## src/rtl/stage_wb.sv

```systemverilog
// MIPS writeback stage: MEM/WB pipeline register, load extraction, writeback mux,
// retired-instruction counter and sticky misaligned-load flag.
module stage_wb #(
   parameter int DATA_W = 32,
   parameter int CNT_W  = 32
) (
   input  logic              clock,
   input  logic              reset,
   input  logic              stall,
   input  logic              nop_mem,
   input  logic [1:0]        wbi_mem,
   input  logic [2:0]        loadType_mem,
   input  logic [DATA_W-1:0] aluResult_mem,
   input  logic [DATA_W-1:0] memData_mem,
   input  logic [DATA_W-1:0] pc_mem,
   input  logic [4:0]        regAddr_mem,
   output logic [DATA_W-1:0] writeData,
   output logic [4:0]        writeAddr,
   output logic              regWrite,
   output logic              fwdValid,
   output logic [CNT_W-1:0]  retired,
   output logic              misalign
);

   localparam logic [2:0] LT_LH  = 3'b001;
   localparam logic [2:0] LT_LHU = 3'b010;
   localparam logic [2:0] LT_LB  = 3'b011;
   localparam logic [2:0] LT_LBU = 3'b100;

   logic              nop_q;
   logic [1:0]        wbi_q;
   logic [2:0]        load_type_q;
   logic [DATA_W-1:0] alu_q;
   logic [DATA_W-1:0] mem_q;
   logic [DATA_W-1:0] pc_q;
   logic [4:0]        reg_addr_q;
   logic [CNT_W-1:0]  retired_q;
   logic              misalign_q;

   logic              in_misaligned;
   logic [DATA_W-1:0] load_value;
   logic [15:0]       half_sel;
   logic [7:0]        byte_sel;

   // Misalignment is judged on the incoming instruction so the flag sets on the capture edge
   always_comb begin
      in_misaligned = 1'b0;
      case (loadType_mem)
         LT_LH, LT_LHU: in_misaligned = aluResult_mem[0];
         LT_LB, LT_LBU: in_misaligned = 1'b0;
         default:       in_misaligned = (aluResult_mem[1:0] != 2'b00);
      endcase
   end

   always_ff @(posedge clock or negedge reset) begin
      if (!reset) begin
         nop_q       <= 1'b1;
         wbi_q       <= 2'b00;
         load_type_q <= 3'b000;
         alu_q       <= '0;
         mem_q       <= '0;
         pc_q        <= '0;
         reg_addr_q  <= 5'd0;
         retired_q   <= '0;
         misalign_q  <= 1'b0;
      end else if (!stall) begin
         nop_q       <= nop_mem;
         wbi_q       <= wbi_mem;
         load_type_q <= loadType_mem;
         alu_q       <= aluResult_mem;
         mem_q       <= memData_mem;
         pc_q        <= pc_mem;
         reg_addr_q  <= regAddr_mem;
         if (!nop_mem)
            retired_q <= retired_q + CNT_W'(1);
         if (!nop_mem && wbi_mem == 2'b11 && in_misaligned)
            misalign_q <= 1'b1;
      end
   end

   // Big-endian extraction: offset 0 addresses the most significant byte
   always_comb begin
      half_sel = alu_q[1] ? mem_q[15:0] : mem_q[31:16];
      case (alu_q[1:0])
         2'd0:    byte_sel = mem_q[31:24];
         2'd1:    byte_sel = mem_q[23:16];
         2'd2:    byte_sel = mem_q[15:8];
         default: byte_sel = mem_q[7:0];
      endcase
      case (load_type_q)
         LT_LH:   load_value = {{(DATA_W-16){half_sel[15]}}, half_sel};
         LT_LHU:  load_value = {{(DATA_W-16){1'b0}}, half_sel};
         LT_LB:   load_value = {{(DATA_W-8){byte_sel[7]}}, byte_sel};
         LT_LBU:  load_value = {{(DATA_W-8){1'b0}}, byte_sel};
         default: load_value = mem_q;
      endcase
   end

   always_comb begin
      case (wbi_q)
         2'b01:   writeData = alu_q;
         2'b10:   writeData = pc_q + DATA_W'(4);
         2'b11:   writeData = load_value;
         default: writeData = '0;
      endcase
   end

   // A stalled write is deferred, not lost: the latch holds it until stall drops
   assign regWrite  = !nop_q && (wbi_q != 2'b00) && (reg_addr_q != 5'd0) && !stall;
   assign fwdValid  = regWrite;
   assign writeAddr = reg_addr_q;
   assign retired   = retired_q;
   assign misalign  = misalign_q;

endmodule

```

## config.mk

```make
export PLATFORM = sky130hd
export DESIGN_NAME = stage_wb
export DESIGN_NICKNAME = d
export VERILOG_FILES = /design/src/rtl/stage_wb.sv
export SDC_FILE = /design/constraint.sdc
export NUM_CORES = 1
export LEC_CHECK = 0
export CAP_MARGIN = 20
export CORE_MARGIN = 4
export CORE_UTILIZATION = 50
export DETAILED_ROUTE_END_ITERATION = 7
export HOLD_SLACK_MARGIN = 0.02
export PLACE_DENSITY = 0.79
export RECOVER_POWER = 50
export SETUP_SLACK_MARGIN = 0.4
export SYNTH_ARGS = -nofsm -noshare
export SYNTH_HDL_FRONTEND = slang
export SYNTH_SLANG_ARGS = --single-unit
```

## constraint.sdc

```tcl
create_clock -name clock -period 2.3 [get_ports clock]
set_clock_uncertainty 0.05 [all_clocks]
set_input_delay 0.23 -clock clock [delete_from_list [all_inputs] [get_ports clock]]
set_output_delay 0.23 -clock clock [all_outputs]
set_load 0.02 [all_outputs]
```

Yosys cells after proc, flatten, opt, wreduce, memory -nomap -nowiden
Index checks and enable logic that the tools add are counted.

operators by class
  $add $sub $neg = 2
  mux-type cells = 5
  bitwise operators = 2
  reduce and logical (&&, ||, !) cells = 16
  eq/ne operators = 14

operators by type and width
  operator                 number
  $pmux W32 S4             1
  $pmux W32 S3             1
  $add A32 B1 Y32 const B  1
  $add A32 B3 Y32 const B  1
  $pmux W8 S3              1
  $mux W16                 1
  $eq A3 B2 Y1 const B     4
  $eq A2 B2 Y1 const B     4
  $eq A3 B1 Y1 const B     2
  $eq A3 B3 Y1 const B     2
  $logic_and A1 B1 Y1      5
  $reduce_bool A5 Y1       1
  $eq A2 B1 Y1 const B     2
  $reduce_and A2 Y1        2
  $reduce_bool A2 Y1       2
  $reduce_or A2 Y1         2
  $logic_not A1 Y1         3
  $logic_not A2 Y1         1
  $not A1 Y1               2
  $pmux W1 S2              1

storage, ports and cells
  bits of input ports = 110
  word-level logic and storage cells = 48
  flip-flop bits (word level) = 140
  output and inout bits = 72

Logic depth before layout (Yosys ltp)
  word-level depth = 5
  mapped depth = 7
  depth with buffers taken out = 6

Least setup slack after synthesis
OpenSTA, ideal clock, no wires.

  path kind = register -> register
  start point = reg retired_q[0], in the netlist retired[0]
  end point = reg retired_q[22], in the netlist retired[22]
  path buffers = 0
  cell stages (with the launch flop) = 7
  path slack = 0.033 ns
  clock period less this slack = 2.267 ns
  required time = 2.121 ns
  arrival time = 2.088 ns
  setup time = 0.129 ns
  cells stage by stage = dfrtp_1 -> ha_1 -> or3b_4 -> or4_4 -> nor3_2 -> nand4_1 -> xnor2_1

between the ends
  longest elaborated chain between the ends = 1

RTL lines
  what                      line  text
  start: declaration        37    logic [CNT_W-1:0] retired_q;
  start signal: assignment  75    retired_q <= retired_q + CNT_W'(1);
  $add A32 B1 Y32           75

Every way passes these cells.
A chain may end at the register's enable or synchronous reset.

Worst setup path in the final report
  start point = reg pc_q[6]
  end point = out writeData[25]

between the ends
  longest elaborated chain between the ends = 2

RTL lines
  what                      line  text
  start: declaration        35    logic [DATA_W-1:0] pc_q;
  start signal: assignment  72    pc_q <= pc_mem;
  $add A32 B3 Y32           102   2'b10: writeData = pc_q + DATA_W'(4);
  $pmux W32 S3              100   case (wbi_q)
  end: declaration          17    output logic [DATA_W-1:0] writeData,

Every way passes these cells.

==> results by group <==
Synth
  – Post-Syn Instances: between 600 and 700
  – Share of synthesized registers carrying an async set or reset: 100%
  – Count of warnings emitted by yosys: 0
  – Number of flip-flops and latches in the synthesized netlist: 140
  – Post-synthesis sequential area ratio: ~47%
  – Summed instance area of the synthesized netlist: about 7400 um2
  – Number of flops mapped to enable cells by yosys: 0
  – Unique masters post-synth: between 50 and 60
  – Synthesized Nets: ~800
  – Syn_area_per_cell: ~11 um2
  – Post-synth top flop: dfrtp_1

Timing
  – Pin slew with the least headroom to its limit: 1250 ps
  – Sum Neg Setup Slack: -6370 ps
  – Max-slew violations: 0
  – Setup Viol. Count Final: 32
  – Minimum clock period after layout: 2640 ps
  – Share of the clock period used by the worst path after layout: 115%
  – Fmax achieved: ~0.38 GHz
  – Final hold vios: 0
  – Final worst hold slack: 362 ps
  – RSZ-0062 raised after global routing: true
  – Slack of the critical path: -345 ps
  – Worst rel slew slack: 16.3%

Clock tree
  – Clock tree from TritonCTS: done
  – Cell at the root of the clock tree: clkbuf_16
  – Worst-case clock buffer depth: 2
  – CTS Buf Count: 17
  – Clk Latency, worst-skew pair: roughly 420 ps
  – Number of H-tree branching levels: 4
  – Reg clk slew, reported paths: 60 ps
  – Num Clock Sinks: 140

Setup path
  – Category of the most critical setup path: reg -> out
  – Required time reported for the critical path endpoint: between 2000 and 2500 ps
  – Slowest cell on the critical path: dfrtp_1
  – Startpoint class of the critical path: flip-flop
  – Cells traversed along the worst timing path: nand4_1, nor4_4, buf_4, buf_12, nand4_1, xor2_2, o221ai_4, buf_6
  – Delay of the slowest cell on the worst path: 370 ps
  – Maximum fanout count along the critical path: 7
  – Data arrival time at the worst-slack endpoint: ~2400 ps
  – CP most frequent cell: nand4_1
  – Kind of capture point of the worst setup path: output port

Floorplan
  – Site Rows: 44
  – Die Wd: around 130 um
  – Starting density of the core: 51.0%
  – Die extent in y: 129 um
  – Core box area: 14,500 um2
  – Total die area: ~17,000 um2
  – # IOs: between 150 and 200

GRT
  – Combined global-route utilization of all metal layers: 30.8%
  – Gr ovfl total: 0
  – Largest net degree at the start of global routing: 66
  – Number of global-route vias before repair: 7,085
  – Number of antenna violations at the first check in global routing: 0
  – Wire length of the first global-routing pass: between 30 and 40 mm

Placed design
  – DPL Wire Length: around 18 mm
  – Pre-CTS setup slack: -254 ps
  – Final Wtd Congestion: 0.951
  – Number of input and output port buffers inserted: approximately 180

Drt
  – Average detailed-routed wire length per instance: ~23 um
  – Post-route ant nets: 0
  – WL met3: roughly 1.6 mm
  – Starting DRC count in detailed routing: roughly 630
  – M1 WL: 10.6 mm
  – Final Routed Wirelength: between 20 and 30 mm
  – Vias: 6,944
  – DRC violations left: 0
  – Length of routed met2 wiring: ~14 mm
  – DR top layer: met4
  – Vias per cell: approximately 6
  – Pre-Repair DR Iteration Count: 5

Outcome
  – Outcome: complete, but fails checks
  – Violations in the final reports: setup timing

Flow run
  – Max cap viols: 0

Cells and area
  – Fraction of final layout cells with drive strength greater than 1: 43.3%
  – Final nets: between 1,000 and 1,500
  – Layout overhead on the synthesized area: 61.7%
  – Final Core Density: about 82%

Power and ir drop
  – Largest vdd supply drop: about 670 uV
  – Total power per unit cell area: just over 700 nW/um2
  – Power Total: between 8 and 9 mW
  – Leakage power figure: approximately 5 nW

Worst hold path
  – Class of the worst hold path: in -> reg
==> through the flow <==
step | cell area, um2 | cells
global route | 11900 | 1168
global placement | 10300 | 1095
detailed placement | 10300 | 1095
CTS | 11400 | 1150
finish | 11900 | 1169
floorplan | 7720 | 674
==> sequential cells by signal, indices dropped and copies added, names as in the netlist <==
signal	count
writeAddr	5
load_type_q	3
pc_q	32
retired	32
wbi_q	2
mem_q	32
alu_q	32
misalign	1
nop_q	1
==> per-layer routing <==
| metal | vias up | global-route usage (%) |
|---|---|---|
| li1 | 3057 | - |
| met1 | 3499 | 38.8 |
| met2 | 311 | 52.0 |
| met3 | 77 | 7.01 |
| met4 | 0 | 11.2 |
| met5 | - | 0 |
==> power by group <==
part / switching (mW) / internal (mW) / total [mW]
registers: 0.262 / 2.71 / 2.97
clock network: 1.12 / 1.78 / 2.89
logic: 1.35 / 1.40 / 2.75
==> layout by cell type, fill, tap and decap left out, types with 6 or more instances in the layout <==
cell type        Yosys  layout
nand2_1             52      50
o21ai_1              0       6
clkdlybuf4s50_1      0     142
nand4_1             27      27
nand3_2              0       7
o221ai_4             0      10
clkbuf_16            0      17
nor2_1              40      34
o221ai_2             0      12
nand3_1             17      10
buf_6                0      39
inv_1               10      10
xnor2_1             32      28
o21ai_0             38      25
dfrtp_1            139     135
mux2_2             111     106
and3_1               9       9
buf_4                1     122
xor2_2               0      11
o21ai_2              0       6
xor2_1              28      17
==> cells in the mapped netlist, drive strengths merged (2+ instances only) <==
master	n	area (um2)
a211o	2	17.5
a21o	6	45.0
a21oi	9	45.0
a221oi	5	43.8
a2bb2oi	7	61.3
and2	6	37.5
and3	9	56.3
and4	5	43.8
buf	12	57.6
clkbuf	30	113
dfrtp	139	3480
ha	2	25.0
inv	10	37.5
mux2	111	1250
mux2i	5	50.1
nand2	52	195
nand2b	4	25.0
nand3	17	85.1
nand4	27	169
nor2	40	150
nor2b	2	12.5
nor3	6	40.0
nor3b	3	22.5
nor4	7	62.6
o2111ai	4	35.0
o211ai	2	15.0
o21ai	38	190
o21bai	8	60.1
o221ai	26	228
o22ai	2	12.5
or4	2	18.8
xnor2	32	280
xor2	28	245
==> critical path: cells and delay by family, from the launching register on <==
family | cells | cell delay (ps)
AO/OA/AOI/OAI | 1 | 180
XOR/XNOR | 1 | 220
buffers and inverters | 3 | 460
flip-flops | 1 | 370
AND/OR/NAND/NOR | 3 | 710
==> cell type report <==
type | instances | area [um2]
timing repair buffer | 320 | 2960
sequential | 140 | 3510
clock inverter | 12 | 160
tap | 184 | 230
multi-input combinational | 482 | 4580
inverter | 10 | 37.5
clock buffer | 20 | 457
fill | 792 | 2540
antenna | 1 | 2.50
==> repair_timing <==
action	in CTS	in global routing
cloned	1	0
hold buffers	1	0
pin swaps	50	47
resized for setup	250	70
buffers inserted	21	18
hold endpoints to repair	46	0
setup endpoints to repair	36	44
==> logic make-up after synthesis <==
kind of cell	Yosys count	share of synthesized area [%]
simple gates	186	13.2
xor+xnor	60	7.12
fa+ha+maj	3	0.475
flops	140	47.5
mux	117	17.9
buf+inv	52	2.81
compound gates	116	11.0
==> path summary, 6_finish.rpt <==
path                                startpoint             end  slack (ps)  cells past startpoint
worst min register to register     retired[31]     retired[31]         420                      1
min in group asynchronous                reset       mem_q[24]         560                      2
worst max register to register      retired[1]     retired[28]         250                      8
worst max-delay path                   pc_q[6]   writeData[25]        -340                      8
worst min-delay path            memData_mem[5]        mem_q[5]         360                      2
max in group asynchronous                reset  load_type_q[2]         420                      3
Note: power is estimated with default switching activity, not from simulation.
